`config.mk`:
```
export PLATFORM = sky130hd
export DESIGN_NAME = context_slot_manager
export DESIGN_NICKNAME = d
export VERILOG_FILES = /design/src/rtl/context_slot_manager.sv
export SDC_FILE = /design/constraint.sdc
export NUM_CORES = 1
export LEC_CHECK = 0
export ABC_AREA = 1
export CAP_MARGIN = 20
export CORE_MARGIN = 4
export CORE_UTILIZATION = 46
export DETAILED_ROUTE_END_ITERATION = 10
export PLACE_DENSITY = 0.79
export SLEW_MARGIN = 20
export SYNTH_ARGS = -nofsm -noshare
export SYNTH_HDL_FRONTEND = slang
export SYNTH_SLANG_ARGS = --single-unit
```
`constraint.sdc`:
```
create_clock -name clk -period 4.4 [get_ports clk]
set_input_delay 0.66 -clock clk [delete_from_list [all_inputs] [get_ports clk]]
set_output_delay 0.66 -clock clk [all_outputs]
set_load 0.02 [all_outputs]
```
`src/rtl/context_slot_manager.sv`:
```
// rtl/context_slot_manager.sv - thread context slot table with work-queue dispatch and trigger wake-up
//
// Purpose: tracks NUM_SLOTS thread contexts (status + id), executes slot
// commands (ALLOC/DELETE/SLEEP/FORK/TEMPLATE), wakes waiting slots by id and
// dispatches runnable slots in FIFO order through the issue handshake.
//
// Ports:
//   clk, rst                      clock, asynchronous active-high reset
//   cmd_valid/cmd_ready           command handshake (blocked while a trigger is offered)
//   cmd_op, cmd_slot, cmd_id,     command opcode, target/source slot, thread id,
//   cmd_fork_sleep                fork child parks in wait_for_trigger
//   rsp_valid, rsp_slot, rsp_err  one-cycle result of an accepted command
//   trig_valid/trig_ready, trig_id   wake-up trigger handshake and id
//   trig_miss                     pulse: accepted trigger matched no waiting slot
//   issue_valid/issue_ready,      work queue head dispatch handshake,
//   issue_slot, issue_id          head slot and its id
//   slot_status                   3-bit status per slot, slot 0 in [2:0]
//   free_count                    number of no_thread slots
module context_slot_manager #(
    parameter int NUM_SLOTS = 8,
    parameter int ID_W      = 8,
    localparam int SW       = $clog2(NUM_SLOTS)
) (
    input  logic                   clk,
    input  logic                   rst,
    input  logic                   cmd_valid,
    output logic                   cmd_ready,
    input  logic [2:0]             cmd_op,
    input  logic [SW-1:0]          cmd_slot,
    input  logic [ID_W-1:0]        cmd_id,
    input  logic                   cmd_fork_sleep,
    output logic                   rsp_valid,
    output logic [SW-1:0]          rsp_slot,
    output logic                   rsp_err,
    input  logic                   trig_valid,
    output logic                   trig_ready,
    input  logic [ID_W-1:0]        trig_id,
    output logic                   trig_miss,
    output logic                   issue_valid,
    input  logic                   issue_ready,
    output logic [SW-1:0]          issue_slot,
    output logic [ID_W-1:0]        issue_id,
    output logic [3*NUM_SLOTS-1:0] slot_status,
    output logic [SW:0]            free_count
);

    localparam logic [2:0] ST_NONE = 3'd0;
    localparam logic [2:0] ST_EXEC = 3'd1;
    localparam logic [2:0] ST_TMPL = 3'd2;
    localparam logic [2:0] ST_WAIT = 3'd3;
    localparam logic [2:0] ST_WQ   = 3'd4;

    localparam logic [2:0] OP_NOP    = 3'd0;
    localparam logic [2:0] OP_ALLOC  = 3'd1;
    localparam logic [2:0] OP_DELETE = 3'd2;
    localparam logic [2:0] OP_SLEEP  = 3'd3;
    localparam logic [2:0] OP_FORK   = 3'd4;
    localparam logic [2:0] OP_TMPL   = 3'd5;

    logic [2:0]      st    [NUM_SLOTS];
    logic [ID_W-1:0] ids   [NUM_SLOTS];
    logic [SW-1:0]   q_mem [NUM_SLOTS];
    // Extra MSB on each pointer separates full from empty.
    logic [SW:0]     wr_ptr;
    logic [SW:0]     rd_ptr;

    logic            cmd_fire;
    logic            trig_fire;
    logic            pop;
    logic            free_found;
    logic [SW-1:0]   free_idx;
    logic            wait_found;
    logic [SW-1:0]   wait_idx;
    logic [2:0]      cur_st;

    // Single status write port shared by command and trigger: they are
    // mutually exclusive because cmd_ready drops whenever a trigger is offered.
    logic            upd_en;
    logic [SW-1:0]   upd_slot;
    logic [2:0]      upd_st;
    logic            upd_alloc;
    logic            upd_freed;
    logic            push_en;
    logic            r_err;
    logic [SW-1:0]   r_slot;

    assign trig_ready  = !rst;
    assign cmd_ready   = !rst && !trig_valid;
    assign cmd_fire    = cmd_valid && cmd_ready;
    assign trig_fire   = trig_valid && trig_ready;
    assign issue_valid = (wr_ptr != rd_ptr);
    assign issue_slot  = issue_valid ? q_mem[rd_ptr[SW-1:0]] : '0;
    assign issue_id    = issue_valid ? ids[issue_slot] : '0;
    assign pop         = issue_valid && issue_ready;
    assign cur_st      = st[cmd_slot];

    for (genvar g = 0; g < NUM_SLOTS; g++) begin : g_status
        assign slot_status[3*g +: 3] = st[g];
    end

    // Lowest-index searches: scanning downward lets the lowest hit win.
    always_comb begin
        free_found = 1'b0;
        free_idx   = '0;
        wait_found = 1'b0;
        wait_idx   = '0;
        for (int i = NUM_SLOTS - 1; i >= 0; i--) begin
            if (st[i] == ST_NONE) begin
                free_found = 1'b1;
                free_idx   = SW'(i);
            end
            if (st[i] == ST_WAIT && ids[i] == trig_id) begin
                wait_found = 1'b1;
                wait_idx   = SW'(i);
            end
        end
    end

    always_comb begin
        upd_en    = 1'b0;
        upd_slot  = cmd_slot;
        upd_st    = ST_NONE;
        upd_alloc = 1'b0;
        upd_freed = 1'b0;
        push_en   = 1'b0;
        r_err     = 1'b0;
        r_slot    = cmd_slot;
        if (trig_fire) begin
            if (wait_found) begin
                upd_en   = 1'b1;
                upd_slot = wait_idx;
                upd_st   = ST_WQ;
                push_en  = 1'b1;
            end
        end else if (cmd_fire) begin
            case (cmd_op)
                OP_NOP: r_err = 1'b0;
                OP_ALLOC: begin
                    if (free_found) begin
                        upd_en    = 1'b1;
                        upd_slot  = free_idx;
                        upd_st    = ST_WQ;
                        upd_alloc = 1'b1;
                        push_en   = 1'b1;
                        r_slot    = free_idx;
                    end else begin
                        r_err = 1'b1;
                    end
                end
                OP_DELETE: begin
                    if (cur_st == ST_EXEC || cur_st == ST_TMPL || cur_st == ST_WAIT) begin
                        upd_en    = 1'b1;
                        upd_st    = ST_NONE;
                        upd_freed = 1'b1;
                    end else begin
                        r_err = 1'b1;
                    end
                end
                OP_SLEEP: begin
                    if (cur_st == ST_EXEC) begin
                        upd_en = 1'b1;
                        upd_st = ST_WAIT;
                    end else begin
                        r_err = 1'b1;
                    end
                end
                OP_TMPL: begin
                    if (cur_st == ST_EXEC) begin
                        upd_en = 1'b1;
                        upd_st = ST_TMPL;
                    end else begin
                        r_err = 1'b1;
                    end
                end
                OP_FORK: begin
                    if ((cur_st == ST_EXEC || cur_st == ST_TMPL) && free_found) begin
                        upd_en    = 1'b1;
                        upd_slot  = free_idx;
                        upd_st    = cmd_fork_sleep ? ST_WAIT : ST_WQ;
                        upd_alloc = 1'b1;
                        push_en   = !cmd_fork_sleep;
                        r_slot    = free_idx;
                    end else begin
                        r_err = 1'b1;
                    end
                end
                default: r_err = 1'b1;
            endcase
        end
    end

    // The popped head is in work_queue, so no command or trigger in the same
    // cycle can target it; the two status writes never collide.
    always_ff @(posedge clk or posedge rst) begin
        if (rst) begin
            for (int i = 0; i < NUM_SLOTS; i++) begin
                st[i]    <= ST_NONE;
                ids[i]   <= '0;
                q_mem[i] <= '0;
            end
            wr_ptr     <= '0;
            rd_ptr     <= '0;
            free_count <= (SW+1)'(NUM_SLOTS);
            rsp_valid  <= 1'b0;
            rsp_slot   <= '0;
            rsp_err    <= 1'b0;
            trig_miss  <= 1'b0;
        end else begin
            rsp_valid <= cmd_fire;
            rsp_err   <= cmd_fire && r_err;
            rsp_slot  <= r_slot;
            trig_miss <= trig_fire && !wait_found;
            if (upd_en) begin
                st[upd_slot] <= upd_st;
            end
            if (upd_alloc) begin
                ids[upd_slot] <= cmd_id;
            end
            if (pop) begin
                st[issue_slot] <= ST_EXEC;
                rd_ptr         <= rd_ptr + 1'b1;
            end
            if (push_en) begin
                q_mem[wr_ptr[SW-1:0]] <= upd_slot;
                wr_ptr                <= wr_ptr + 1'b1;
            end
            free_count <= free_count - (SW+1)'(upd_alloc) + (SW+1)'(upd_freed);
        end
    end

endmodule
```
======== Word-level counts from Yosys, hierarchy flattened ========
Cells that the tools add are included.
word-level totals
  flip-flop bits (word level) ............. 130
  latch bits .............................. 0
  RAM bits ................................ 0
  bits in read-only memories .............. 0
  input bits .............................. 28
  logic and storage cells ................. 207
  memories ................................ 0
operators by class
  $add $sub $neg .......................... 4
  multiply operators ...................... 0
  divide/modulo/power cells ............... 0
  $lt $le $gt $ge ......................... 8
  eq/ne operators ......................... 25
  shift-type cells ........................ 0
  muxes and demuxes ....................... 97
  bitwise logic cells ..................... 8
  reduce and logical (&&, ||, !) cells .... 34
operators by type and width
  cell                                                                          number
  3-bit 2-to-1 mux                                                              36
  64-bit bitwise mux                                                            1
  8-bit == test                                                                 8
  24-bit bitwise mux                                                            2
  24-bit 2-to-1 mux                                                             2
  1-bit 2-to-1 mux                                                              37
  3-bit by 2-bit == test with 1-bit output, second input constant               12
  8-bit 2-to-1 mux                                                              4
  3-bit demux with 3-bit select                                                 3
  3-bit zero test                                                               9
  8-bit binary-select mux with 3-bit select                                     1
  8-bit demux with 3-bit select                                                 1
  4-bit greater-or-equal comparator, second input constant                      5
  3-bit inverter with 4-bit output                                              5
  3-bit binary-select mux with 3-bit select                                     2
  1-bit logical AND                                                             18
  16-bit bitwise AND                                                            1
  16-bit inverter                                                               1
  4-bit by 1-bit less-than comparator with 1-bit output, second input constant  3
  3-bit case mux with 4 select lines                                            1
  4-bit by 1-bit adder with 4-bit output, second input constant                 2
  8-bit bitwise OR                                                              1
  3-bit by 1-bit == test with 1-bit output, second input constant               2
  3-bit == test, second input constant                                          2
  11 further kinds                                                              17

======== Depth between registers and ports, before layout ========
Gate-level depths: netlist (run 1).
  word-level depth ........................ 23
  depth in mapped cells ................... 22
  gate-level depth less buffers ........... 21

======== Worst setup path after synthesis (run 1) ========
OpenSTA, ideal clock, no wires.
  path kind ............................... input-to-reg
  start ................................... input rst
  end ..................................... register ids[15] (netlist bit)
  library setup time ...................... 0.125 ns
  arrival ................................. 5.561 ns
  data required time ...................... 4.275 ns
  setup slack ............................. -1.286 ns
  cell stages on the path ................. 13
  buffers on the path ..................... 1
  cells stage by stage .................... inv_1 -> nand2_1 -> inv_1 -> nand2_2 -> inv_1 -> a21oi_2 -> nand2_4 -> nand2_1 -> nor2_2 -> nand2_2 -> buf_2 -> nand2_1 -> o21ai_1
on the way
  cells in the longest elaborated chain, start to end .. 11
  elaborated cells on any way between the ends .. 15
  classes of those cells .................. order compare: 2; mux: 7; bitwise: 1; reduce/logical: 5
RTL lines
  element                                                                                                                                  line  RTL
  from (decl)                                                                                                                              25    input logic rst,
  1-bit zero test (no line) *                                                                                                              --
  1-bit logical AND                                                                                                                        88    assign cmd_ready = !rst && !trig_valid;
  1-bit logical AND                                                                                                                        89    assign cmd_fire = cmd_valid && cmd_ready;
  3-bit 2-to-1 mux                                                                                                                         135   end else if (cmd_fire) begin
  3-bit 2-to-1 mux                                                                                                                         128   if (trig_fire) begin
  3-bit inverter with 4-bit output (implied by the code)                                                                                   217   ids[upd_slot] <= cmd_id;
  4-bit greater-or-equal comparator (implied by the code) / 4-bit by 1-bit less-than comparator with 1-bit output (equally long branches)  217
  1-bit logical AND (implied by the code)                                                                                                  217
  8-bit 2-to-1 mux (implied by the code)                                                                                                   217
  8-bit demux with 3-bit select                                                                                                            217
  64-bit bitwise mux                                                                                                                       217
  to (signal, indexed assignment)                                                                                                          217
  to (decl)                                                                                                                                61    logic [ID_W-1:0] ids [NUM_SLOTS];
Mark *: on every way between the ends. The rest lies on a longest branch, timed or not.
A chain may end at the register's enable or synchronous reset.

======== Final worst setup path (run 1) ========
  start ................................... register rd_ptr[2]
  end ..................................... output issue_id[5]
on the way
  cells in the longest elaborated chain, start to end .. 10
  elaborated cells on any way between the ends .. 11
  classes of those cells .................. eq/ne: 1; mux: 8; bitwise: 2
RTL lines
  element                                                 line  RTL
  from (decl)                                             65    logic [SW:0] rd_ptr;
  from (signal assigned)                                  221   rd_ptr <= rd_ptr + 1'b1;
  3-bit inverter with 4-bit output (implied by the code)  92    assign issue_slot = issue_valid ? q_mem[rd_ptr[SW-1:0]] : '0;
  3-bit binary-select mux with 3-bit select               92
  3-bit 2-to-1 mux (implied by the code) (2 in a row)     92
  3-bit 2-to-1 mux                                        92
  3-bit inverter with 4-bit output (implied by the code)  93    assign issue_id = issue_valid ? ids[issue_slot] : '0;
  8-bit binary-select mux with 3-bit select               93
  8-bit 2-to-1 mux (implied by the code) (2 in a row)     93
  8-bit 2-to-1 mux *                                      93
  to (decl)                                               42    output logic [ID_W-1:0] issue_id,
Mark *: on every way between the ends. The rest lies on a longest branch, timed or not. The select of a mux whose other input is x is not followed.

==> impl_metrics.ini, run 1 <==
[yosys]
synthCells = 1160
synth-seq-cells = 130
synth-seq-area-share = 0.3950
synth_top_area_frac = 0.3918
ys_types = 41
syn_area_sq_um = 8239
synth_area_per_cell_sq_um = 7.103
yosysTopAreaCell = dfrtp_1
synth_area_leaders = dfrtp_1, nand2_1, inv_1
yosysWarnings = 0
syn_nets = 1195

[cells_and_area]
nNetsFinal = 1272
final_cells = 1475
antenna_cells = 0
stdcell_area_sq_um = 9831
drive_gt1_frac = 0.09680
synthToLayoutAreaGrowth_pct = 19.32

[clock_network]
htree_levels = 4
post_cts_buffers = 0
cts_buffer_depth = 2
cts_tree = done
path_clk_slew_ns = 0.06
cts_made_buffers = 17
cts.sinks = 130
clk_latency_ns = 0.43
ctsRootBufferMaster = clkbuf_16

[detailed_routing]
routedWlPerCell_um = 16.22
drc_errors = 0
num_vias = 7988
firstDrtPassIters = 5
drt-initial-drc-count = 700
vias_per_cell = 5.416
wirelength_mm = 23.92
final_antenna_net_count = 0

[floorplanning]
dieWidth_um = 141.8
rows = 48
start_util = 0.4731
die_h_um = 141.8
core_area_sq_um = 17420
die_area_sq_um = 20120
io_pins = 76

[run]
drv_cap = 0

[timing]
tightest_slew_ns = 0.7277
slew_violations = 0
clock.fmax_mhz = 246.4
slew_headroom = 0.5148
fin_skew_ns = 0.01153
fin_crit_ns = 4.058
grt_setup_unrepaired = no
fin_crit_sh = 0.9222
setup_viol = 0
hold_violations = 0
fin_ws_ns = 0.3424
setup_tns_ns = 0

[grt]
grt_max_degree = 131
grt_pass1_wl_mm = 38.48
grt_pass1_vias = 7487
gr-usage-all-layers = 0.2407
grt_overflow = 0
antenna_found_initial = 0

[placed_design]
portBuffers = 75
dp.cells = 1443
placed_area_sq_um = 9244
hpwl_mm = 17.89
pre_cts_ws_ns = 0.4161
place_congestion = 0.9654

[run_status]
outcome = finished clean

[power]
powerDensity_nw_per_um2 = 638.6
leakage_nw = 4.835
ir_drop_mv = 0.5340

[worst_setup_path]
cp.arrival_ns = 3.40
cp.required_ns = 3.74
startpoint_type = flop
cp-end-kind = primary output
path_class = flop to primary output
cp_max_fo = 8

[worst_hold_path]
min_path_type = flop to flop
[per-stage QoR]
step,hold slack (ns),utilization,total power [mW]
6_report,0.4795,0.5644,6.278
5_1_grt,0.5005,0.5644,6.660
4_1_cts,0.4834,0.5644,6.257
3_5_place_dp,0.4650,0.5307,4.822
3_3_place_gp,0.4579,0.5307,4.773
2_1_floorplan,0.4367,-,3.589
[routing by layer]
| layer | vias to the layer above | GRT usage | routed length [um] |
|---|---|---|---|
| met1 | 3695 | 0.3289 | 10420 |
| li1 | 3862 | - | - |
| met5 | - | 0 | 0 |
| met2 | 373 | 0.3857 | 11030 |
| met3 | 58 | 0.04382 | 1807 |
| met4 | 0 | 0.08384 | 670 |
[worst max-delay path: stages (launching register included)]
cell,delay [ns]
dfrtp_1,0.48
inv_1,0.19
nor2_1,0.06
nor3_1,0.18
nand2_1,0.18
o211ai_1,0.30
nor2_1,0.15
inv_1,0.29
a21oi_1,0.09
a221oi_1,0.39
clkdlybuf4s50_1,0.68
[area by class of cell]
cell class                 count  area (sq um)
timing repair buffer          95         913.4
clock inverter                14         156.4
fill                        1656          7586
inverter                     152         574.3
sequential                   130          3256
clock buffer                  18         429.2
tap                          225         281.5
multi-input combinational    841          4220
[Yosys cell counts]
cell type  number
o21ai_0        65
buf_1           1
a22oi_1         1
o21ai_1        43
a21oi_1        41
nand4_1        18
o21ai_2         8
inv_2           7
o221ai_1        1
a221oi_1        9
and2_1          1
fa_1            1
nand3_4         3
a21oi_4         2
dfrtp_1       129
clkbuf_1       13
nand2_2        12
inv_1         145
nand2_1       377
nor3_2          2
buf_4           4
nand2_4         6
buf_2          10
nor2_2          5
o211ai_1       13
nand3_1        78
a41oi_1         1
xor2_1         19
buf_6           9
nor2_4          6
nor2_1         80
a31oi_1         3
dfstp_2         1
nor2b_1         2
or2_2           2
nor3_1         10
ha_1            6
a21oi_2         3
a21boi_0        3
xnor2_1        19
nand4_4         1
[worst paths after layout]
path | start | to | slack (ns) | cells past startpoint
max in group asynchronous | rst | ids[6] | 2.94 | 3
min in group asynchronous | rst | q_mem[23] | 0.87 | 3
hold reg to reg | q_mem[4] | q_mem[4] | 0.48 | 2
hold / removal | q_mem[4] | q_mem[4] | 0.48 | 2
setup / recovery | rd_ptr[2] | issue_id[5] | 0.34 | 10
setup reg to reg | slot_status[6] | ids[57] | 1.30 | 18
[flip-flops by register name, summed over array words and instances, names as in the netlist]
name / cells
rsp_err: 1
trig_miss: 1
ids: 64
free_count: 4
slot_status: 24
rsp_valid: 1
wr_ptr: 4
rd_ptr: 4
rsp_slot: 3
q_mem: 24
[power by group]
part	switching (mW)	internal, mW
clock network	0.577	0.840
logic	2.01	1.19
registers	0.236	1.42
total	2.82	3.45
[repair_timing]
| action | 4_1_cts | 5_1_grt |
|---|---|---|
| resized for setup | 0 | 1 |
| setup endpoints to repair | 0 | 6 |
| hold buffers | 0 | 0 |
[cell usage in the layout (no fill, tap or decap), types with 7 or more instances in the layout]
cell type / netlist / routed
nand3_1: 78 / 75
o21ai_2: 8 / 8
nor3_1: 10 / 10
nand2_4: 6 / 7
nand2_2: 12 / 14
a221oi_1: 9 / 9
nor2_4: 6 / 7
buf_4: 4 / 19
o21ai_1: 43 / 56
nor2_1: 80 / 80
nand2_1: 377 / 374
nand4_1: 18 / 18
dfrtp_1: 129 / 128
clkbuf_16: 0 / 17
o21ai_0: 65 / 52
a21oi_1: 41 / 41
inv_1: 145 / 140
xor2_1: 19 / 19
xnor2_1: 19 / 19
o211ai_1: 13 / 13
inv_2: 7 / 11
clkdlybuf4s50_1: 0 / 75
[logic make-up after synthesis]
logic type	synth area share
AO/OA/AOI/OAI	0.1356
AND/OR/NAND/NOR	0.3198
adder cells (fa/ha/maj)	0.01154
flip-flops	0.3950
XOR/XNOR	0.04039
buffers and inverters	0.09765
Power figures use the tool's default switching activity.
==> inputs of run 2 (changes only) <==
Settings changed: SLEW_MARGIN 20 to unset.
==> results of run 2 <==
No change in the layout: final DEF, timing and power equal those of run 1.
